## src/rtl/id_stage.sv

```systemverilog
`default_nettype none
// ============================================================================
// Module   : id_stage
// Purpose  : mips_16 instruction-decode stage. Holds the IF/ID register and
//            the 8x16 register file, stalls fetch on RAW hazards against
//            EX/MEM, resolves BZ branches and drives the ID/EX register.
// Revision : 1.0 - initial release
// ============================================================================
module id_stage #(
  parameter int PC_WIDTH = 8
) (
  input  logic                clk,
  input  logic                rst,
  input  logic [PC_WIDTH-1:0] pc,
  input  logic [15:0]         instruction,
  output logic                instruction_fetch_en,
  output logic                branch_taken,
  output logic [5:0]          branch_offset_imm,
  input  logic [2:0]          ex_dest,
  input  logic                ex_wen,
  input  logic [2:0]          mem_dest,
  input  logic                mem_wen,
  input  logic [2:0]          wb_dest,
  input  logic                wb_wen,
  input  logic [15:0]         wb_data,
  output logic [PC_WIDTH-1:0] id_pc,
  output logic [3:0]          idex_op,
  output logic [2:0]          idex_rd,
  output logic [15:0]         idex_a,
  output logic [15:0]         idex_b,
  output logic [15:0]         idex_st_data,
  output logic                idex_wen,
  output logic                idex_mem_rd,
  output logic                idex_mem_wr
);

  localparam logic [3:0] C_OP_NOP  = 4'd0;
  localparam logic [3:0] C_OP_SRU  = 4'd8;
  localparam logic [3:0] C_OP_LD   = 4'd10;
  localparam logic [3:0] C_OP_ST   = 4'd11;
  localparam logic [3:0] C_OP_BZ   = 4'd12;

  // Pipeline / register-file state
  logic [PC_WIDTH-1:0] ifid_pc_q, ifid_pc_d;
  logic [15:0]         ifid_instr_q, ifid_instr_d;
  logic [15:0]         rf_q [0:7];
  logic [15:0]         rf_d [0:7];
  logic [3:0]          op_q, op_d;
  logic [2:0]          rd_q, rd_d;
  logic [15:0]         a_q, a_d, b_q, b_d, st_q, st_d;
  logic                wen_q, wen_d, mrd_q, mrd_d, mwr_q, mwr_d;

  // Decode of the instruction sitting in IF/ID
  logic [3:0]  op;
  logic [2:0]  rd, rs, rt;
  logic [5:0]  imm6;
  logic        is_rtype, uses_rs, uses_rt, uses_rd, is_alu_mem;
  logic [15:0] rs_val, rt_val, rd_val;
  logic        stall;

  // Combinational read with write-through; r0 is hardwired to zero.
  function automatic logic [15:0] rf_read(input logic [2:0] a, input logic [15:0] stored,
                                          input logic we, input logic [2:0] wd,
                                          input logic [15:0] wdat);
    if (a == 3'd0)             return 16'd0;
    else if (we && (wd == a))  return wdat;
    else                       return stored;
  endfunction

  // A source register conflicts when an in-flight EX or MEM instruction will write it.
  function automatic logic reg_busy(input logic [2:0] s, input logic exw, input logic [2:0] exd,
                                    input logic mw, input logic [2:0] md);
    return (s != 3'd0) && ((exw && (s == exd)) || (mw && (s == md)));
  endfunction

  // Field decode, operand reads, hazard detection and branch resolution
  always_comb begin
    op         = ifid_instr_q[15:12];
    rd         = ifid_instr_q[11:9];
    rs         = ifid_instr_q[8:6];
    rt         = ifid_instr_q[5:3];
    imm6       = ifid_instr_q[5:0];
    is_rtype   = (op != C_OP_NOP) && (op <= C_OP_SRU);
    is_alu_mem = (op != C_OP_NOP) && (op <= C_OP_ST);
    uses_rs    = is_alu_mem;
    uses_rt    = is_rtype;
    uses_rd    = (op == C_OP_ST) || (op == C_OP_BZ);
    rs_val     = rf_read(rs, rf_q[rs], wb_wen, wb_dest, wb_data);
    rt_val     = rf_read(rt, rf_q[rt], wb_wen, wb_dest, wb_data);
    rd_val     = rf_read(rd, rf_q[rd], wb_wen, wb_dest, wb_data);
    stall      = (uses_rs && reg_busy(rs, ex_wen, ex_dest, mem_wen, mem_dest)) ||
                 (uses_rt && reg_busy(rt, ex_wen, ex_dest, mem_wen, mem_dest)) ||
                 (uses_rd && reg_busy(rd, ex_wen, ex_dest, mem_wen, mem_dest));
    instruction_fetch_en = !stall;
    branch_taken         = (op == C_OP_BZ) && !stall && (rd_val == 16'd0);
    branch_offset_imm    = imm6;
  end

  // Next-state for IF/ID, ID/EX and the register file
  always_comb begin
    ifid_pc_d    = ifid_pc_q;
    ifid_instr_d = ifid_instr_q;
    if (!stall) begin
      ifid_pc_d    = pc;
      ifid_instr_d = branch_taken ? 16'd0 : instruction;
    end

    // Default is a bubble; covers stalls, NOP, BZ and the unused opcodes.
    op_d  = C_OP_NOP;
    rd_d  = 3'd0;
    a_d   = 16'd0;
    b_d   = 16'd0;
    st_d  = 16'd0;
    wen_d = 1'b0;
    mrd_d = 1'b0;
    mwr_d = 1'b0;
    if (!stall && is_alu_mem) begin
      op_d  = op;
      rd_d  = rd;
      a_d   = rs_val;
      b_d   = is_rtype ? rt_val : {{10{imm6[5]}}, imm6};
      st_d  = (op == C_OP_ST) ? rd_val : 16'd0;
      wen_d = (op != C_OP_ST) && (rd != 3'd0);
      mrd_d = (op == C_OP_LD);
      mwr_d = (op == C_OP_ST);
    end

    for (int i = 0; i < 8; i++) begin
      rf_d[i] = rf_q[i];
      if ((i != 0) && wb_wen && (wb_dest == 3'(i))) rf_d[i] = wb_data;
    end
  end

  // State registers with asynchronous active-low clear
  always_ff @(posedge clk or negedge rst) begin
    if (!rst) begin
      ifid_pc_q    <= '0;
      ifid_instr_q <= 16'd0;
      op_q         <= C_OP_NOP;
      rd_q         <= 3'd0;
      a_q          <= 16'd0;
      b_q          <= 16'd0;
      st_q         <= 16'd0;
      wen_q        <= 1'b0;
      mrd_q        <= 1'b0;
      mwr_q        <= 1'b0;
      for (int i = 0; i < 8; i++) rf_q[i] <= 16'd0;
    end else begin
      ifid_pc_q    <= ifid_pc_d;
      ifid_instr_q <= ifid_instr_d;
      op_q         <= op_d;
      rd_q         <= rd_d;
      a_q          <= a_d;
      b_q          <= b_d;
      st_q         <= st_d;
      wen_q        <= wen_d;
      mrd_q        <= mrd_d;
      mwr_q        <= mwr_d;
      for (int i = 0; i < 8; i++) rf_q[i] <= rf_d[i];
    end
  end

  assign id_pc        = ifid_pc_q;
  assign idex_op      = op_q;
  assign idex_rd      = rd_q;
  assign idex_a       = a_q;
  assign idex_b       = b_q;
  assign idex_st_data = st_q;
  assign idex_wen     = wen_q;
  assign idex_mem_rd  = mrd_q;
  assign idex_mem_wr  = mwr_q;

endmodule
`default_nettype wire

```

## config.mk

```make
export PLATFORM = sky130hd
export DESIGN_NAME = id_stage
export DESIGN_NICKNAME = d
export VERILOG_FILES = /design/src/rtl/id_stage.sv
export SDC_FILE = /design/constraint.sdc
export NUM_CORES = 1
export LEC_CHECK = 0
export ABC_CLOCK_PERIOD_IN_PS = 3400
export BUFFER_PORTS_ARGS = -buffer_cell sky130_fd_sc_hd__buf_2
export CAP_MARGIN = 20
export CORE_AREA = 4 4 172 174
export DETAILED_ROUTE_END_ITERATION = 10
export DIE_AREA = 0 0 176 178
export GPL_TIMING_DRIVEN = 0
export PLACE_DENSITY_LB_ADDON = 0.05
export SLEW_MARGIN = 10
export SYNTH_ARGS = -nofsm -noshare
export SYNTH_HDL_FRONTEND = slang
export SYNTH_SLANG_ARGS = --single-unit
export TNS_END_PERCENT = 100
```

## constraint.sdc

```tcl
create_clock -name clk -period 3.4 [get_ports clk]
set_input_delay 0.68 -clock clk [delete_from_list [all_inputs] [get_ports clk]]
set_output_delay 0.68 -clock clk [all_outputs]
set_load 0.005 [all_outputs]
```

## Word-level counts from Yosys, hierarchy flattened

Cells that the tools add are included.

- Order comparisons: 5
- Bitwise logic cells: 3
- Equality and inequality tests: 20
- Reduce and logical (&&, ||, !) cells: 43
- Muxes and demuxes: 26

Operator list:

| cell | count |
|---|---|
| 2-to-1 mux 16 bit | 18 |
| binary-select mux 16 bit (select 3 bit) | 3 |
| logical AND 1 bit | 28 |
| == test 3 bit | 9 |
| zero test 16 bit | 1 |
| == test 3 bit, second input constant | 4 |
| == test 4 bit, second input constant | 3 |
| >= comparator 4 bit, second input constant | 3 |
| inverter 3 -> 4 bit | 3 |
| zero test 3 bit | 3 |
| nonzero test 3 bit | 3 |
| <= comparator 4 bit, second input constant | 2 |
| == test 3 x 2 -> 1 bit, second input constant | 2 |
| logical OR 1 bit | 6 |
| 2-to-1 mux 4 bit | 1 |
| inequality test 4 bit, second input constant | 1 |
| nonzero test 4 bit | 1 |
| == test 3 x 1 -> 1 bit, second input constant | 1 |
| 2-to-1 mux 1 bit | 3 |
| 2-to-1 mux 3 bit | 1 |
| zero test 1 bit | 1 |

- Word-level logic and storage cells: 114
- Bits of input ports: 54
- Flip-flop bits (word level): 194

## Logic depth before layout (Yosys ltp)

Gate-level depths: netlist of run 1.

- Depth in word-level cells: 11
- Mapped depth: 12

## Least setup slack after synthesis of run 1

OpenSTA, ideal clock, no wires.

- Kind: input-to-output
- Start point: in wb_dest[2]
- End point: out branch_taken
- Required time: 2.720 ns
- Cell stages on the path: 8
- Data arrival time: 2.403 ns
- Path buffers: 2
- Setup slack: 0.317 ns
- Cell sequence: buf_2 xnor2_1 nand4_1 buf_2 o21ai_0 nor2_1 a2111oi_4 and3_1

- Word-level cells in the longest chain between the ends: 6

RTL lines:

| element | RTL line | source |
|---|---|---|
| from (decl) | 23 | `input logic [2:0] wb_dest,` |
| == test 3 bit | 66 | `else if (we && (wd == a)) return wdat;` |
| logical AND 1 bit | 66 |  |
| 2-to-1 mux 16 bit | 66 |  |
| 2-to-1 mux 16 bit | 65 | `if (a == 3'd0) return 16'd0;` |
| zero test 16 bit | 95 | `branch_taken = (op == C_OP_BZ) && !stall && (rd_val == 16'd0);` |
| logical AND 1 bit | 95 |  |
| to (decl) | 17 | `output logic branch_taken,` |

Every way passes these cells.

## Worst setup path in the final report of run 1

- Start point: reg ifid_instr_q[9]
- End point: out branch_taken

- Word-level cells in the longest chain between the ends: 9

RTL lines:

| element | RTL line | source |
|---|---|---|
| from (decl) | 45 | `logic [15:0] ifid_instr_q, ifid_instr_d;` |
| from (signal assigned) | 150 | `ifid_instr_q <= ifid_instr_d;` |
| branches (longest 8 deep; another with binary-select mux 16 bit (select 3 bit)) | - |  |
| logical AND 1 bit * | 95 |  |

Every way passes the cells marked *. The select of a mux whose other input is x is not followed.

==> metrics.log, run 1 <==
INFO  metric cp_data_arrival_time = 2970 ps
INFO  metric grt_first_pass_wirelength = just over 60000 um
INFO  metric yosys_register_bits = 194
INFO  metric irDropWorstVdd = roughly 0.37 mV
INFO  metric switchingPower = about 4.4 mW
INFO  metric number_of_nets_with_antenna_violations_after_detailed_routing = 0
INFO  metric grt.met2_usage = 0.4100
INFO  metric top_usage_layer = met2
INFO  metric final_layout_size_suffix_gt1_frac = 0.4173
INFO  metric vias_in_the_first_global_route = 8798
INFO  metric wl = around 42000 um
INFO  metric synthFlopType = sky130_fd_sc_hd__dfrtp_1
INFO  metric final.period_utilization = 1.074
INFO  metric synth_enable_flop_cells = 0
INFO  metric synth.cell_area = about 11000 um2
INFO  metric intPower = approximately 6.3 mW
INFO  metric syn_nets = around 990
INFO  metric floorplan.rows = between 60 and 70
INFO  metric grt_overflow = 0
INFO  metric drcViolationCount = 0
INFO  metric placedInstanceArea = 12170 um2
INFO  metric final_cell_mix = 191 x sky130_fd_sc_hd__dfrtp_1, 148 x sky130_fd_sc_hd__mux2_2, 126 x sky130_fd_sc_hd__buf_2
INFO  metric final-hold-violation-count = 0
INFO  metric p_per_area = between 800 and 900 nW/um2
INFO  metric fillerInstances = approximately 2700
INFO  metric path_clk_slew = 80 ps
INFO  metric worstSetupStartpointType = flip-flop
INFO  metric actual_transition_at_the_worst_max_transition_pin = roughly 1100 ps
INFO  metric effective_utilization_at_floorplan = 0.3979
INFO  metric rsz_0062_raised_after_global_routing = true
INFO  metric synth_warnings = 0
INFO  metric slew_headroom = 0.2303
INFO  metric place_congestion = approximately 0.89
INFO  metric via_per_inst = 6.030
INFO  metric antenna_cells = 0
INFO  metric tritoncts.num_buffers = 17
INFO  metric layout_min_cycle_time = ~3700 ps
INFO  metric area_of_the_die = between 30000 and 40000 um2
INFO  metric power.leakage = roughly 5.8 nW
INFO  metric grtUsageMet3 = 0.04366
INFO  metric vias = 8955
INFO  metric power_switching_share = 0.4099
INFO  metric cts_num_sinks = between 150 and 200
INFO  metric layout.cell_area.non_filler = about 13000 um2
INFO  metric timing_max_transition_violations_final = 0
INFO  metric setup_total_negative_slack = -331.6 ps
INFO  metric report.final.setup_viol = 2
INFO  metric io_buffers = ~120
INFO  metric kind_of_path_behind_the_tightest_hold_check = primary input to asynchronous set/reset pin
INFO  metric yosysSeqAreaShare = 0.4392
INFO  metric die-height = 178 um
INFO  metric outcome = finished, violations left
INFO  metric synth_cell_type_count = 61
INFO  metric standard_cell_core_area = between 20000 and 30000 um2
INFO  metric tritoncts = yes
INFO  metric clk-insertion-delay-late = about 460 ps
INFO  metric grt_start_max_net_pins = 86
INFO  metric power_frac_seq = 0.313
INFO  metric detailed_place_hpwl = around 28000 um
INFO  metric cts.htree.levels = 4
INFO  metric path_max_fanout = 6
INFO  metric detailedRoute.firstPassIterationCount = 5
INFO  metric most_common_cell_after_layout_fill_and_taps_aside = sky130_fd_sc_hd__dfrtp_1
INFO  metric finClkSkew = roughly 18 ps
INFO  metric clock_path_buffers = 2
INFO  metric setup.worst_path.end_class = output port
INFO  metric yosys.area_share.simple = 0.1001
INFO  metric dominant_combinational_cell_family_by_area_after_synthesis = multiplexers
INFO  metric number_of_antenna_violations_at_the_first_check_in_global_routing = 0
INFO  metric post_synth_fa_ha_maj_area_fraction = 0
INFO  metric report.power.total = 10.76 mW
INFO  metric nNetsFinal = around 1100
INFO  metric synth_xor_area_frac = 0.02139
INFO  metric synth_compound_area_frac = 0.1066
INFO  metric smallest_hold_slack = 99.30 ps
INFO  metric synthesis.area_per_instance = approximately 12 um2
INFO  metric synth_mux_area_frac = 0.2814
INFO  metric power.clock.fraction = 0.198
INFO  metric cts.root.buffer_cell = sky130_fd_sc_hd__clkbuf_16
INFO  metric asyncSetResetFlopFracSynth = 1.000
INFO  metric groute.usage.overall = 0.2661
INFO  metric fmax = around 0.27 GHz
INFO  metric drtIter0Drc = ~980
INFO  metric violations = negative setup slack
INFO  metric drt-wirelength-per-cell = approximately 28 um
INFO  metric setup_ws = -252.8 ps
INFO  metric maxCapViolations = 0
INFO  metric setup.worst_path.class = flip-flop to output port
INFO  metric synthCells = just over 900
INFO  metric comb_power_share = 0.490
INFO  metric met1_usage = 0.3805
INFO  metric layout_overhead_on_the_synthesized_area = 19.77%
INFO  metric die_width = between 150 and 200 um
INFO  metric top_level_port_count = roughly 130
INFO  metric worstPathRequired = between 2000 and 3000 ps
==> logic make-up after synthesis <==
logic type             count (synthesis)
AO/OA/AOI/OAI                        166
XOR/XNOR                              27
AND/OR/NAND/NOR                      205
multiplexers                         233
buffers and inverters                108
flip-flops                           194
==> critical path, cell delays in order (launching register included) <==
cell                      delay (ps)
sky130_fd_sc_hd__dfrtp_1         410
sky130_fd_sc_hd__buf_12          160
sky130_fd_sc_hd__buf_12          150
sky130_fd_sc_hd__buf_4           170
sky130_fd_sc_hd__nor3_1          570
sky130_fd_sc_hd__a21oi_1         150
sky130_fd_sc_hd__a32oi_2         290
sky130_fd_sc_hd__and4_1          240
sky130_fd_sc_hd__buf_6           120
sky130_fd_sc_hd__and3_4          180
sky130_fd_sc_hd__buf_6            90
==> sequential cells by signal, summed over array words and instances, names as in the netlist <==
register,cells
idex_mem_rd,1
idex_wen,1
id_pc,8
idex_a,16
idex_st_data,16
ifid_instr_q,16
rf_q,112
idex_mem_wr,1
idex_op,4
idex_rd,3
idex_b,16
==> per-stage QoR <==
step                utilization  std cells  worst slack, ps
floorplan                     -        933            316.7
global placement         0.4356       1426            -1796
detailed placement       0.4382       1428           -487.7
CTS                      0.4690       1473           -202.6
global route             0.4766       1485           -257.7
finish                   0.4766       1485           -252.8
==> final cells by class <==
cell class / instances / area [um2] / share of cell area
tap: 378 / 473.0 / 0.03572
clock inverter: 14 / 161.4 / 0.01219
timing repair buffer: 146 / 887.1 / 0.06700
multi-input combinational: 631 / 5738 / 0.4334
inverter: 3 / 11.26 / 0.0008505
buffer: 101 / 681.9 / 0.05150
clock buffer: 18 / 429.2 / 0.03241
sequential: 194 / 4858 / 0.3669
==> power groups by stage <==
stage	Combinational, mW	Clock [mW]	Sequential, mW
final	5.27	2.13	3.37
after global routing	5.56	2.24	3.44
after CTS	5.03	2.16	3.36
after detailed placement	4.82	0	3.34
after global placement	4.81	0	3.33
after floorplan	3.16	0	3.25
==> layer usage <==
layer,vias to the layer above,routed length (um)
met2,471,18710
met1,4593,18440
met3,83,3165
met4,0,1606
met5,-,0
li1,3808,-
==> synth_stat cells, types with 3 or more instances <==
cell                        instances  area share
sky130_fd_sc_hd__and2_1             5      0.0028
sky130_fd_sc_hd__nand3_1            5      0.0023
sky130_fd_sc_hd__o21ai_0           15      0.0068
sky130_fd_sc_hd__and4_1             6      0.0048
sky130_fd_sc_hd__buf_4             18       0.012
sky130_fd_sc_hd__nand2b_1           3      0.0017
sky130_fd_sc_hd__a2111oi_2          3      0.0041
sky130_fd_sc_hd__nand4_1            8      0.0045
sky130_fd_sc_hd__a221oi_1          26       0.021
sky130_fd_sc_hd__mux2_2           148        0.15
sky130_fd_sc_hd__mux4_2            46       0.094
sky130_fd_sc_hd__a21o_1             7      0.0048
sky130_fd_sc_hd__a31oi_1           20       0.011
sky130_fd_sc_hd__o211a_1            3      0.0027
sky130_fd_sc_hd__nor3_1            22       0.010
sky130_fd_sc_hd__buf_6              5      0.0051
sky130_fd_sc_hd__a211o_1            7      0.0055
sky130_fd_sc_hd__nand4b_1           3      0.0024
sky130_fd_sc_hd__nor2_1            45       0.015
sky130_fd_sc_hd__a32oi_1            4      0.0032
sky130_fd_sc_hd__nand2_1           51       0.017
sky130_fd_sc_hd__a21oi_1           46       0.021
sky130_fd_sc_hd__buf_1             12      0.0041
sky130_fd_sc_hd__nor3_2             7      0.0063
sky130_fd_sc_hd__xnor2_1           25       0.020
sky130_fd_sc_hd__and3_1             4      0.0023
sky130_fd_sc_hd__a22oi_1           10      0.0068
sky130_fd_sc_hd__clkbuf_1          48       0.016
sky130_fd_sc_hd__buf_2             18      0.0081
sky130_fd_sc_hd__inv_1              3      0.0010
sky130_fd_sc_hd__o211ai_1           4      0.0027
sky130_fd_sc_hd__nor2b_1           32       0.018
sky130_fd_sc_hd__mux2i_1           37       0.034
sky130_fd_sc_hd__o31ai_1           11      0.0075
sky130_fd_sc_hd__dfrtp_1          194        0.44
==> timing repair <==
item / in CTS / in global routing
setup endpoints to repair: 29 / 12
buffers inserted: 17 / 10
pin swaps: 3 / 12
cloned: 0 / 2
resized for setup: 44 / 29
hold buffers: 0 / 0
==> final timing paths <==
path | end | depth (start not counted) | startpoint | slack (ps)
max | branch_taken | 10 | ifid_instr_q[9] | -250
min in group clk | id_pc[2] | 2 | pc[2] | 460
max reg2reg | idex_st_data[13] | 15 | ifid_instr_q[9] | 70
min | idex_st_data[1] | 1 | rst | 100
min reg2reg | id_pc[2] | 1 | id_pc[2] | 500
max in group asynchronous | rf_q[24] | 2 | rst | 2540
Power figures use the tool's default switching activity.
==> run 2, diff against run 1 <==
Settings changed: CELL_PAD_IN_SITES_DETAIL_PLACEMENT from default to 1, CELL_PAD_IN_SITES_GLOBAL_PLACEMENT from default to 1, CORE_AREA 4 4 172 174 to 2 2 170 172, DIE_AREA 0 0 176 178 to 0 0 172 174.
==> run 2 against run 1 <==
Fmax increased by 0.15%. Design area decreased by 0.47%. Via count decreased by 0.95%. Worst setup slack improved by 5.6 ps. Clock skew decreased by 6.9 ps. Die area decreased by 4.5%. The run still ends with negative setup slack left. Critical endpoint unchanged. Highest routed layer unchanged. Non-clock buffer count increased by 1. Final cell count increased by 0.47%. Count of clock-buffer cells in the layout increased by 2.
==> metrics.log, run 2 (synthesis results as in run 1) <==
INFO  metric tritoncts.num_buffers = 17 (unchanged)
INFO  metric violations = negative setup slack (unchanged)
INFO  metric drtIter0Drc = 715 (was 978)
INFO  metric layout.cell_area.non_filler = 13180 um2 (was 13240 um2)
INFO  metric wl = 43240 um (was 41920 um)
INFO  metric rsz_0062_raised_after_global_routing = true (unchanged)
INFO  metric number_of_nets_with_antenna_violations_after_detailed_routing = 0 (unchanged)
INFO  metric irDropWorstVdd = 0.3539 mV (was 0.3663 mV)
INFO  metric worst_stage_delay_on_the_critical_path = 640 ps (was 570 ps)
INFO  metric final_core_utilization = 0.4667 (was 0.4766)
INFO  metric nNetsFinal = 1149 (was 1148)
INFO  metric place_congestion = 0.8795 (was 0.8949)
INFO  metric buffers_plus_inverters_on_the_worst_setup_path = 3 (was 5)
INFO  metric top_register = rf_q (unchanged)
INFO  metric final.period_utilization = 1.073 (was 1.074)
INFO  metric launch_instance_of_the_worst_register_to_register_path = ifid_instr_q[4] (was ifid_instr_q[9])
INFO  metric grt_start_max_net_pins = 102 (was 86)
INFO  metric layout_overhead_on_the_synthesized_area = 19.21% (was 19.77%)
INFO  metric drt-wirelength-per-cell = 28.98 um (was 28.23 um)
INFO  metric top_level_port_count = 128 (unchanged)
INFO  metric post_cts_hold_fix_bufs = 0 (unchanged)
INFO  metric actual_transition_at_the_worst_max_transition_pin = 1163 ps (was 1148 ps)
INFO  metric beginning_of_the_critical_path = ifid_instr_q[9] (unchanged)
INFO  metric setup.worst_path.end_class = output port (unchanged)
INFO  metric number_of_antenna_violations_at_the_first_check_in_global_routing = 0 (unchanged)
INFO  metric cp_data_arrival_time = 2970 ps (about the same)
INFO  metric setup_ws = -247.2 ps (was -252.8 ps)
INFO  metric detailed_place_hpwl = 29230 um (was 28440 um)
INFO  metric drcViolationCount = 0 (unchanged)
INFO  metric worstPathRequired = 2720 ps (about the same)
INFO  metric most_common_cell_after_layout_fill_and_taps_aside = sky130_fd_sc_hd__dfrtp_1 (unchanged)
INFO  metric kind_of_path_behind_the_tightest_hold_check = primary input to asynchronous set/reset pin (unchanged)
INFO  metric slew_headroom = 0.2245 (was 0.2303)
INFO  metric outcome = finished, violations left (unchanged)
INFO  metric path_clk_slew = 80 ps (about the same)
INFO  metric timing_max_transition_violations_final = 0 (unchanged)
INFO  metric power.leakage = 5.805 nW (was 5.823 nW)
INFO  metric fmax = 0.2742 GHz (was 0.2738 GHz)
INFO  metric vias = 8870 (was 8955)
INFO  metric placedInstanceArea = 12160 um2 (was 12170 um2)
INFO  metric clk-insertion-delay-late = 450 ps (was 460 ps)
INFO  metric die_width = 172 um (was 176 um)
INFO  metric layout_min_cycle_time = 3647 ps (was 3653 ps)
INFO  metric floorplan.rows = 62 (was 61)
INFO  metric multi_input_area = 5709 um2 (was 5738 um2)
INFO  metric cts.htree.levels = 4 (unchanged)
INFO  metric final-hold-violation-count = 0 (unchanged)
INFO  metric largest_register_ff_count = 112 (unchanged)
INFO  metric final_layout_size_suffix_gt1_frac = 0.4188 (was 0.4173)
INFO  metric crit_path_top_delay_cell = sky130_fd_sc_hd__o311ai_0 (was sky130_fd_sc_hd__nor3_1)
INFO  metric tritoncts = yes (unchanged)
INFO  metric report.final.setup_viol = 1 (was 2)
INFO  metric worstSetupStartpointType = flip-flop (unchanged)
INFO  metric clock_path_buffers = 2 (unchanged)
INFO  metric path_max_fanout = 8 (was 6)
INFO  metric maxCapViolations = 0 (unchanged)
INFO  metric antenna_cells = 0 (unchanged)
INFO  metric final_cell_mix = 190 x sky130_fd_sc_hd__dfrtp_1, 148 x sky130_fd_sc_hd__mux2_2, 126 x sky130_fd_sc_hd__buf_2 (was 191 x sky130_fd_sc_hd__dfrtp_1, 148 x sky130_fd_sc_hd__mux2_2, 126 x sky130_fd_sc_hd__buf_2)
INFO  metric vias_in_the_first_global_route = 8995 (was 8798)
INFO  metric r2r_slack = 80 ps (was 70 ps)
INFO  metric worst_r2r_end = idex_b[6] (was idex_st_data[13])
INFO  metric seqCellArea = 4860 um2 (was 4858 um2)
INFO  metric p_per_area = 810.5 nW/um2 (was 812.6 nW/um2)
INFO  metric detailedRoute.firstPassIterationCount = 5 (unchanged)
INFO  metric area_of_the_die = 29930 um2 (was 31330 um2)
INFO  metric effective_utilization_at_floorplan = 0.3915 (was 0.3979)
INFO  metric timing.reg2reg.worst_path_depth = 6 (was 15)
INFO  metric cts_num_sinks = 194 (unchanged)
INFO  metric die-height = 174 um (was 178 um)
INFO  metric fillerInstances = 3066 (was 2681)
INFO  metric via_per_inst = 5.945 (was 6.030)
INFO  metric grt_first_pass_wirelength = 63070 um (was 60870 um)
INFO  metric timing.critical_path.max_delay_family = simple AND/OR/NAND/NOR gates (unchanged)
INFO  metric path_cells = buf_12 -> xnor2_1 -> nand4_1 -> buf_6 -> o311ai_0 -> and4_1 -> and3_4 -> buf_2 (was buf_12 -> buf_12 -> buf_4 -> nor3_1 -> a21oi_1 -> a32oi_2 -> and4_1 -> buf_6 -> and3_4 -> buf_6)
INFO  metric groute.usage.overall = 0.2941 (was 0.2661)
INFO  metric finClkSkew = 11.21 ps (was 18.15 ps)
INFO  metric cts.root.buffer_cell = sky130_fd_sc_hd__clkbuf_16 (unchanged)
INFO  metric setup_total_negative_slack = -247.2 ps (was -331.6 ps)
INFO  metric grt_overflow = 0 (unchanged)
INFO  metric standard_cell_core_area = 28240 um2 (was 27780 um2)
INFO  metric setup.worst_path.class = flip-flop to output port (unchanged)
INFO  metric io_buffers = 115 (unchanged)
[run 2: changes by cell type in the layout (fill, tap and decap cells not counted), moves of 2 or more]
cell                       previous run  this run
sky130_fd_sc_hd__inv_6                5         3
sky130_fd_sc_hd__buf_6               12         8
sky130_fd_sc_hd__clkbuf_1            36        34
sky130_fd_sc_hd__clkbuf_8             0         2
sky130_fd_sc_hd__buf_12               6         9
sky130_fd_sc_hd__o31ai_1              9        11
sky130_fd_sc_hd__buf_4               36        43
sky130_fd_sc_hd__o31ai_2              2         0
sky130_fd_sc_hd__buf_8                6         3
[run 2: timing repair]
action	4_1_cts	5_1_grt
cloned	0	0
pin swaps	7	6
gates resized for setup	44	31
setup endpoints to repair	31	11
setup buffers	9	22
[run 2: worst register-to-register path: stages, from the launching register on]
cell and delay (ps):
sky130_fd_sc_hd__dfrtp_1 770, sky130_fd_sc_hd__clkbuf_1 600, sky130_fd_sc_hd__clkbuf_1 770, sky130_fd_sc_hd__a221oi_1 120, sky130_fd_sc_hd__o31ai_1 690, sky130_fd_sc_hd__a21oi_1 170, sky130_fd_sc_hd__nor2_1 140
[run 2: power breakdown]
part	switching, mW	internal (mW)
logic	2.85	2.40
registers	0.503	2.90
clock network	1.02	1.01
[run 2: final cells by class]
type | instances | share of cell area
Buffer | 100 | 0.05137
Clock buffer | 20 | 0.03466
Clock inverter | 12 | 0.008640
Inverter | 3 | 0.0008545
Multi-Input combinational cell | 631 | 0.4333
Sequential cell | 194 | 0.3688
Tap cell | 384 | 0.03646
Timing Repair Buffer | 148 | 0.06599
[run 2: worst max-delay path by stage]
stage | to | slack [ps] | cells after the start
2_1_floorplan | branch_taken | 320 | 8
3_3_place_gp | rf_q[89] | -1780 | 1
3_5_place_dp | idex_a[14] | -850 | 9
4_1_cts | branch_taken | -250 | 11
5_1_grt | branch_taken | -270 | 11
6_report | branch_taken | -250 | 8
[run 2: metrics by stage]
stage | cells | hold WS, ps | total power, mW | worst slack, ps
floorplan | 933 | 384.4 | 6.413 | 316.7
global placement | 1432 | 483.0 | 8.142 | -1783
detailed placement | 1434 | 492.1 | 8.215 | -845.7
CTS | 1470 | 273.0 | 10.45 | -249.3
global route | 1492 | 294.8 | 11.20 | -273.4
finish | 1492 | 217.8 | 10.68 | -247.2
[run 2: routing by layer]
| metal | vias up | global-route usage | part of all wire |
|---|---|---|---|
| met3 | 64 | 0.03871 | 0.059 |
| met5 | - | 0 | 0 |
| li1 | 3799 | - | - |
| met4 | 0 | 0.09384 | 0.029 |
| met1 | 4670 | 0.4214 | 0.44 |
| met2 | 337 | 0.4623 | 0.47 |
==> run 3, diff against run 2 <==
Settings changed: CORE_AREA 2 2 170 172 to 2 2 155 157, DIE_AREA 0 0 172 174 to 0 0 157 159.
==> run 3 against run 2 <==
Global-route usage rose by 5.0 points. Largest cell class unchanged. Wire length fell by 3.0%. Power rose by 1.4%. Design area barely moved. The flow still finishes with violations (negative setup slack). Core utilization rose by 10 points. Combinational power rose by 2%. Largest power group unchanged. Worst hold slack got worse by 95 ps.
==> metrics.log, run 3 (synthesis results as in run 1) <==
INFO  metric outcome = finished, violations left (unchanged)
INFO  metric violations = negative setup slack (unchanged)
INFO  metric p_per_area = 821.2 nW/um2 (was 810.5 nW/um2)
INFO  metric most_common_cell_after_layout_fill_and_taps_aside = sky130_fd_sc_hd__dfrtp_1 (unchanged)
INFO  metric timing.critical_path.to = branch_taken (unchanged)
INFO  metric finClkSkew = 15.54 ps (was 11.21 ps)
INFO  metric place_congestion = 0.9236 (was 0.8795)
INFO  metric tritoncts.num_buffers = 17 (unchanged)
INFO  metric r2r_slack = 90 ps (was 80 ps)
INFO  metric clk-insertion-delay-late = 470 ps (was 450 ps)
INFO  metric vias_in_the_first_global_route = 9381 (was 8995)
INFO  metric final-hold-violation-count = 0 (unchanged)
INFO  metric layout.cell_area.non_filler = 13190 um2 (was 13180 um2)
INFO  metric crit_path_top_delay_cell = sky130_fd_sc_hd__dfrtp_1 (was sky130_fd_sc_hd__o311ai_0)
INFO  metric worst_r2r_end = idex_b[6] (unchanged)
INFO  metric grt_first_pass_wirelength = 62180 um (was 63070 um)
INFO  metric grt_overflow = 0 (unchanged)
INFO  metric timing.reg2reg.worst_path_depth = 8 (was 6)
INFO  metric buffers_plus_inverters_on_the_worst_setup_path = 4 (was 3)
INFO  metric layout_overhead_on_the_synthesized_area = 19.30% (was 19.21%)
INFO  metric post_cts_hold_fix_bufs = 0 (unchanged)
INFO  metric detailedRoute.firstPassIterationCount = 5 (unchanged)
INFO  metric timing.critical_path.depth = 10 (was 8)
INFO  metric clock_path_buffers = 2 (unchanged)
INFO  metric dp.cells = 1370 (was 1434)
INFO  metric irDropWorstVdd = 0.3152 mV (was 0.3539 mV)
INFO  metric cts.root.buffer_cell = sky130_fd_sc_hd__clkbuf_16 (unchanged)
INFO  metric setup_total_negative_slack = -239.5 ps (was -247.2 ps)
INFO  metric effective_utilization_at_floorplan = 0.4766 (was 0.3915)
INFO  metric report.final.setup_viol = 1 (unchanged)
INFO  metric top_register = rf_q (unchanged)
INFO  metric launch_instance_of_the_worst_register_to_register_path = ifid_instr_q[5] (was ifid_instr_q[4])
INFO  metric antenna_cells = 0 (unchanged)
INFO  metric groute.usage.overall = 0.3445 (was 0.2941)
INFO  metric worstPathRequired = 2720 ps (about the same)
INFO  metric cts_num_sinks = 194 (unchanged)
INFO  metric cp_data_arrival_time = 2960 ps (was 2970 ps)
INFO  metric io_buffers = 115 (unchanged)
INFO  metric actual_transition_at_the_worst_max_transition_pin = 1129 ps (was 1163 ps)
INFO  metric setup.worst_path.end_class = output port (unchanged)
INFO  metric area_of_the_die = 24960 um2 (was 29930 um2)
INFO  metric cts.htree.levels = 4 (unchanged)
INFO  metric die-height = 159 um (was 174 um)
INFO  metric maxCapViolations = 0 (unchanged)
INFO  metric drt-wirelength-per-cell = 29.45 um (was 28.98 um)
INFO  metric final_cell_mix = 191 x sky130_fd_sc_hd__dfrtp_1, 147 x sky130_fd_sc_hd__mux2_2, 124 x sky130_fd_sc_hd__buf_2 (was 190 x sky130_fd_sc_hd__dfrtp_1, 148 x sky130_fd_sc_hd__mux2_2, 126 x sky130_fd_sc_hd__buf_2)
INFO  metric via_per_inst = 6.400 (was 5.945)
INFO  metric beginning_of_the_critical_path = ifid_instr_q[9] (unchanged)
INFO  metric floorplan.rows = 56 (was 62)
INFO  metric path_clk_slew = 80 ps (about the same)
INFO  metric grt_start_max_net_pins = 81 (was 102)
INFO  metric slew_headroom = 0.2475 (was 0.2245)
INFO  metric timing.critical_path.max_delay_family = simple AND/OR/NAND/NOR gates (unchanged)
INFO  metric power.leakage = 5.831 nW (was 5.805 nW)
INFO  metric pre_cts_slack = -761.4 ps (was -845.7 ps)
INFO  metric top_level_port_count = 128 (unchanged)
INFO  metric wl = 41930 um (was 43240 um)
INFO  metric die_width = 157 um (was 172 um)
INFO  metric setup_ws = -239.5 ps (was -247.2 ps)
INFO  metric rsz_0062_raised_after_global_routing = true (unchanged)
INFO  metric number_of_nets_with_antenna_violations_after_detailed_routing = 0 (unchanged)
INFO  metric standard_cell_core_area = 23190 um2 (was 28240 um2)
INFO  metric worst_stage_delay_on_the_critical_path = 400 ps (was 640 ps)
INFO  metric drtIter0Drc = 875 (was 715)
INFO  metric drcViolationCount = 0 (unchanged)
INFO  metric path_cells = buf_12 -> xnor2_2 -> and4_1 -> clkbuf_4 -> a21oi_1 -> a32oi_2 -> and4_1 -> buf_6 -> and3_4 -> buf_6 (was buf_12 -> xnor2_1 -> nand4_1 -> buf_6 -> o311ai_0 -> and4_1 -> and3_4 -> buf_2)
INFO  metric layout_min_cycle_time = 3639 ps (was 3647 ps)
INFO  metric fmax = 0.2748 GHz (was 0.2742 GHz)
INFO  metric placedInstanceArea = 12110 um2 (was 12160 um2)
INFO  metric setup.worst_path.class = flip-flop to output port (unchanged)
INFO  metric tritoncts = yes (unchanged)
INFO  metric largest_register_ff_count = 112 (unchanged)
INFO  metric final-instance-count-excl-fill = 1424 (was 1492)
INFO  metric kind_of_path_behind_the_tightest_hold_check = primary input to asynchronous set/reset pin (unchanged)
INFO  metric final_core_utilization = 0.5686 (was 0.4667)
INFO  metric number_of_antenna_violations_at_the_first_check_in_global_routing = 0 (unchanged)
INFO  metric final_layout_size_suffix_gt1_frac = 0.4226 (was 0.4188)
INFO  metric vias = 9114 (was 8870)
INFO  metric worstSetupStartpointType = flip-flop (unchanged)
INFO  metric timing_max_transition_violations_final = 0 (unchanged)
INFO  metric path_max_fanout = 10 (was 8)
INFO  metric nNetsFinal = 1146 (was 1149)
INFO  metric final.period_utilization = 1.070 (was 1.073)
INFO  metric detailed_place_hpwl = 27540 um (was 29230 um)
-- run 3: area by class of cell --
type | instances | area [um2]
buffer | 101 | 680.7
clock buffer | 19 | 442.9
inverter | 3 | 11.26
fill | 2464 | 10000
timing repair buffer | 144 | 884.6
multi-input combinational | 631 | 5773
clock inverter | 13 | 137.6
tap | 319 | 399.1
sequential | 194 | 4858
-- run 3: worst min-delay path by stage --
stage / cells past startpoint / slack [ps] / to
after CTS: 1 / 140 / rf_q[67]
after floorplan: 0 / 380 / id_pc[0]
after global routing: 1 / 150 / rf_q[65]
final: 1 / 120 / rf_q[65]
after global placement: 1 / 480 / id_pc[4]
after detailed placement: 1 / 490 / id_pc[5]
-- run 3: repair_timing --
action                                  CTS  global route
pin swaps                                 9            10
endpoints found under the setup margin   31            13
resized for setup                        52            34
cloned                                    1             0
setup buffers                            19             6
-- run 3: metrics by stage --
step                hold slack [ps]  power, mW
CTS                           135.7      10.56
finish                        122.4      10.83
detailed placement            489.6      8.133
global route                  151.3      11.30
global placement              484.5      8.012
floorplan                     384.4      6.413
-- run 3: layer usage --
layer / share of wire / vias up / track usage
li1: - / 3790 / -
met1: 0.41 / 4719 / 0.4564
met2: 0.46 / 481 / 0.5231
met3: 0.079 / 124 / 0.08329
met4: 0.047 / 0 / 0.1831
met5: 0 / - / 0
-- run 3: report_power, final --
| group | internal, mW | switching [mW] | leakage [nW] | total, mW |
|---|---|---|---|---|
| clock | 1.06 | 1.05 | 0.290 | 2.11 |
| sequential | 2.90 | 0.492 | 2.39 | 3.39 |
| combinational | 2.44 | 2.89 | 3.15 | 5.33 |
| total | 6.40 | 4.43 | 5.83 | 10.8 |
